File: src/rtl/proc_control.sv
// Multi-cycle control unit for the 16-bit simple processor (mv, mvi, add, sub).
// Optional sticky undefined-opcode flag enabled by defining PROC_CTRL_ILLEGAL_EN.
module proc_control (
  input  logic        Clock,
  input  logic        Resetn,
  input  logic        Run,
  input  logic [15:0] DIN,
  output logic        IRin,
  output logic [7:0]  Rin,
  output logic [7:0]  Rout,
  output logic        DINout,
  output logic        Gout,
  output logic        Ain,
  output logic        Gin,
  output logic        AddSub,
  output logic        Done,
  output logic        Illegal
);

  typedef enum logic [1:0] {
    T0 = 2'd0,
    T1 = 2'd1,
    T2 = 2'd2,
    T3 = 2'd3
  } state_e;

  localparam logic [2:0] OP_MV  = 3'b000;
  localparam logic [2:0] OP_MVI = 3'b001;
  localparam logic [2:0] OP_ADD = 3'b010;
  localparam logic [2:0] OP_SUB = 3'b011;

  state_e     state_q, state_d;
  logic [8:0] ir_q, ir_d;
  logic [2:0] opcode;
  logic [7:0] x_oh, y_oh;
  logic       unused_din_hi;

  assign unused_din_hi = ^DIN[15:9];
  assign opcode        = ir_q[8:6];
  assign x_oh          = 8'b1 << ir_q[5:3];
  assign y_oh          = 8'b1 << ir_q[2:0];

`ifdef PROC_CTRL_ILLEGAL_EN
  logic illegal_q, illegal_d;
  assign Illegal = illegal_q;
`else
  assign Illegal = 1'b0;
`endif

  always_comb begin
    state_d = state_q;
    ir_d    = ir_q;
`ifdef PROC_CTRL_ILLEGAL_EN
    illegal_d = illegal_q;
`endif
    IRin   = 1'b0;
    Rin    = '0;
    Rout   = '0;
    DINout = 1'b0;
    Gout   = 1'b0;
    Ain    = 1'b0;
    Gin    = 1'b0;
    AddSub = 1'b0;
    Done   = 1'b0;

    unique case (state_q)
      T0: begin
        IRin = Run;
        if (Run) begin
          ir_d    = DIN[8:0];
          state_d = T1;
        end
      end
      T1: begin
        unique case (opcode)
          OP_MV: begin
            Rout    = y_oh;
            Rin     = x_oh;
            Done    = 1'b1;
            state_d = T0;
          end
          OP_MVI: begin
            DINout  = 1'b1;
            Rin     = x_oh;
            Done    = 1'b1;
            state_d = T0;
          end
          OP_ADD, OP_SUB: begin
            Rout    = x_oh;
            Ain     = 1'b1;
            state_d = T2;
          end
          default: begin
            Done    = 1'b1;
            state_d = T0;
`ifdef PROC_CTRL_ILLEGAL_EN
            illegal_d = 1'b1;
`endif
          end
        endcase
      end
      T2: begin
        Rout    = y_oh;
        Gin     = 1'b1;
        AddSub  = opcode[0];
        state_d = T3;
      end
      T3: begin
        Gout    = 1'b1;
        Rin     = x_oh;
        Done    = 1'b1;
        state_d = T0;
      end
      default: state_d = T0;
    endcase

    // Reset silences every strobe immediately, including the Run-driven IRin.
    if (!Resetn) begin
      IRin   = 1'b0;
      Rin    = '0;
      Rout   = '0;
      DINout = 1'b0;
      Gout   = 1'b0;
      Ain    = 1'b0;
      Gin    = 1'b0;
      AddSub = 1'b0;
      Done   = 1'b0;
    end
  end

  always_ff @(posedge Clock or negedge Resetn) begin
    if (!Resetn) begin
      state_q <= T0;
      ir_q    <= '0;
`ifdef PROC_CTRL_ILLEGAL_EN
      illegal_q <= 1'b0;
`endif
    end else begin
      state_q <= state_d;
      ir_q    <= ir_d;
`ifdef PROC_CTRL_ILLEGAL_EN
      illegal_q <= illegal_d;
`endif
    end
  end

endmodule

File: config.mk
export PLATFORM = sky130hd
export DESIGN_NAME = proc_control
export DESIGN_NICKNAME = d
export VERILOG_FILES = /design/src/rtl/proc_control.sv
export SDC_FILE = /design/constraint.sdc
export NUM_CORES = 1
export LEC_CHECK = 0
export ABC_AREA = 1
export CELL_PAD_IN_SITES_DETAIL_PLACEMENT = 0
export CELL_PAD_IN_SITES_GLOBAL_PLACEMENT = 1
export CORE_AREA = 2 2 49 51
export DETAILED_ROUTE_END_ITERATION = 6
export DIE_AREA = 0 0 51 53
export DONT_BUFFER_PORTS = 1
export PLACE_DENSITY = 0.78
export SYNTH_ARGS = -nofsm -noshare
export SYNTH_HDL_FRONTEND = slang
export SYNTH_SLANG_ARGS = --single-unit
File: constraint.sdc
create_clock -name Clock -period 2.1 [get_ports Clock]
set_input_delay 0.21 -clock Clock [delete_from_list [all_inputs] [get_ports Clock]]
set_output_delay 0.21 -clock Clock [all_outputs]
set_load 0.005 [all_outputs]
# Word-level counts from Yosys, hierarchy flattened
# Cells that the tools add are included.
[totals]
register_bits = 11
output_inout_bits = 24
elab_cells = 42
[op_classes]
n_reduce_logical = 5
shifts = 2
n_eq_ne = 7
mux = 26
[ops]
columns = ["cell", "n"]
rows = [
  ["8-bit one-hot mux with 2 select lines", 3],
  ["8-bit two-way mux", 3],
  ["1-bit two-way mux", 16],
  ["1-bit by 3-bit << shifter with 8-bit output (first input constant)", 2],
  ["2-bit one-hot mux with 4 select lines", 1],
  ["3-bit by 2-bit equality test with 1-bit output (second input constant)", 2],
  ["2-bit equality test (second input constant)", 2],
  ["2-bit two-way mux", 2],
  ["2-bit OR reduction", 2],
  ["3-bit by 1-bit equality test with 1-bit output (second input constant)", 1],
  ["3-bit zero test", 1],
  ["2-bit by 1-bit equality test with 1-bit output (second input constant)", 1],
  ["2-bit zero test", 1],
  ["2-bit inequality test (second input constant)", 1],
  ["1-bit one-hot mux with 2 select lines", 1],
  ["2-bit AND reduction", 1],
]

# Logic depth before layout (Yosys ltp)
[depth]
depth_word = 5
mapped_depth = 7
mapped_depth_nobuf = 6

# Worst setup path after synthesis
# Ideal clock, no wire load.
[synth_path]
path_type = "register -> output"
start = "register (tool-made name)"
end = "output Rin[3]"
t_arrival_ns = 1.241
path_slack_ns = 0.649
t_required_ns = 1.890
stages_incl_launch_ff = 7
cell_sequence = "dfrtp_1 -> inv_1 -> ha_1 -> nand2_1 -> inv_1 -> a21oi_1 -> nor3_1"
[synth_lines]
columns = ["item", "line", "rtl"]
rows = [
  ["end, declared", "9", "output logic [7:0] Rin,"],
]

==> flow_summary.yaml <==
critical_path:
  rrSetupSlack_ns: 0.59
  rr_endpoint: "ir_q[3]"
  path_max_fanout: 6
  slowest_delay_ns: 0.41
  worstRegToRegCells: 5
  critPathLaunchType: "register"
  r2r_start: "state_q[0]"
  crit_required_ns: 1.89
  critPathSlowestCell: "dfrtp_1"
  cp.depth: 6
  cp-end-kind: "primary output"
  critPathArrivalTime_ns: 1.64
  crit_family: "compound AO/OA/AOI/OAI gates"
  timing.critical_path.buf_inv: 2
  cpMostUsedCell: "inv_1"
  path_cells: "inv_1 -> ha_1 -> inv_1 -> o21bai_2 -> nand2_1 -> a21oi_1"
  worstSetupPathType: "reg2out"
timing:
  tns_ns: 0
  layout_min_cycle_time_ns: 1.85
  tightest_slew_ns: 0.574
  rsz0062_at_grt: "false"
  final_hold_viol_count: 0
  max-slew-margin-rel_pct: 61.6
  drv_slew: 0
  hold_ws_ns: 0.101
  setup-violations-final: 0
  clock.fmax_ghz: 0.541
  fin_skew_ns: 0.00289
  period_share_pct: 88.0
logic_synthesis:
  synth_cells: 133
  ys_types: 22
  synth_edf_count: 0
  synth_common_cells: "nand2_1, nor2_1, a21oi_1"
  yosys.area.top_type: "dfrtp_1"
  synth.cell_area_um2: 881
  synthDominantCellAreaShare_pct: 31.3
  ys_seq_elements: 11
  syn_avg_cell_area_um2: 6.62
  yosysMostFrequentCell: "nand2_1"
  ys_seq_area_share_pct: 31.3
  synth_nets: 157
  synth_ff_type: "dfrtp_1"
  synth.area.top_cells: "dfrtp_1, a21oi_1, nand2_1"
  ys_async_sr_fraction_pct: 100
  synth_warnings: 0
worst_hold_path:
  hp-class: "in2reg"
  holdPathEnd: "ir_q[0]"
  hold-path-cell-count: 2
  min_from: "DIN[0]"
cells_and_area:
  flow.area_growth_from_synthesis_pct: 4.69
  drive_gt1_share_pct: 7.52
  layout.nets: 158
  antenna_cells: 0
clocking:
  insertion_delay_ns: 0.27
  clk_path_buf_depth: 2
  cts-buffers-inserted: 3
  cts_tree: "yes"
  clkTransAtPathRegs_ns: 0.07
  cts-root-buf: "clkbuf_4"
  htree_levels: 1
  cts_setup_buffers: 0
  cts_num_sinks: 11
grt:
  antenna_found_initial: 0
  grt_pass1_wl_um: 3520
  grt_overflow: 0
  grt_max_degree: 20
  grt_pass1_vias: 751
  track_usage_pct: 17.4
drt:
  drt_iter0_markers: 10
  drc: 0
  route.antenna.remaining_nets: 0
  wire_per_inst_um: 13.3
  vias: 846
  dr.pass1.iters: 4
  routed_via_density: 5.25
  routed_wl_um: 2140
place:
  io_buffers: 0
  gp_congestion: 0.743
  hpwl_um: 1620
die:
  die_y_um: 53
  boundaryPins: 43
  core-area_mm2: 0.00215
  die_area_mm2: 0.00270
  start_util_pct: 41.0
  die_w_um: 51
  rows: 17
outcome:
  run_status: "complete, no violations"
power_and_ir_drop:
  p_leak_nw: 0.411
  pwr_density_cell_mw_per_mm2: 1330
  vdd_drop_max_mv: 0.648
run:
  drv_cap: 0
## timing repair
action	4_1_cts	5_1_grt
endpoints found under the setup margin	0	7
endpoints found under the hold margin	11	0
gates resized for setup	0	1
hold buffers	1	0
## routing by layer
metal	up-vias	GRT usage (%)	routed length (um)
met2	29	29.7	999
met5	-	0	0
met4	0	8.11	35
li1	438	-	-
met1	375	20.9	958
met3	4	3.67	150
## registers in the layout, indices dropped and copies added, names as in the netlist, named ones only
signal and count:
ir_q 9, state_q 1
## logic make-up after synthesis
family	share of synthesized area (%)
adder cells (fa/ha/maj)	7.10
flip-flops	31.2
buffers and inverters	11.5
AO/OA/AOI/OAI	15.5
AND/OR/NAND/NOR	34.2
other	0.426
## how the worst max path moves through the flow
| stage | endpoint | slack [ns] |
|---|---|---|
| 6_report | Rout[5] | 0.25 |
| 4_1_cts | Rin[6] | 0.16 |
| 5_1_grt | Rout[4] | 0.1 |
| 3_5_place_dp | Rin[6] | 0.45 |
| 2_1_floorplan | Rin[3] | 0.65 |
| 3_3_place_gp | Rin[5] | 0.48 |
## layout make-up
type,count,area [um2]
fillers,237,1230
multi-input cells,99,508
flip-flops and latches,11,275
inverters,18,67.6
well taps,28,35.0
clock buffers,4,26.3
repair buffers,1,10.0
## where the power goes
| group | internal [W] | switching, W |
|---|---|---|
| registers | 0.000314 | 0.000157 |
| logic | 0.000187 | 0.000418 |
| clock network | 0.0000734 | 0.0000726 |
| total | 0.000575 | 0.000648 |
## placed cells by master, fill, tap and decap left out
cell type	instances
ha_1	5
conb_1	1
nor4_1	6
a21oi_1	16
nor2_1	19
nor2_2	1
a21oi_2	2
nand4_1	2
nor3_1	14
dlygate4sd3_1	1
nand2_1	22
clkbuf_1	1
inv_2	2
nand3_1	3
nand2_2	1
o21ai_1	1
o21ai_0	4
dfrtp_1	11
inv_1	16
clkbuf_4	3
a31oi_1	1
o21bai_2	1
## through the flow
stage                     total power [W]  util (%)  area, um2  worst slack, ns  instances
after global placement            0.00105      41.1        882            0.476        156
after global routing              0.00135      42.9        922           0.0973        161
after detailed placement          0.00107      41.1        882            0.454        156
after floorplan                  0.000962         -        881            0.649        133
after CTS                         0.00122      42.7        918            0.160        161
final                             0.00122      42.9        922            0.252        161
(Power assumes the default switching activity.)
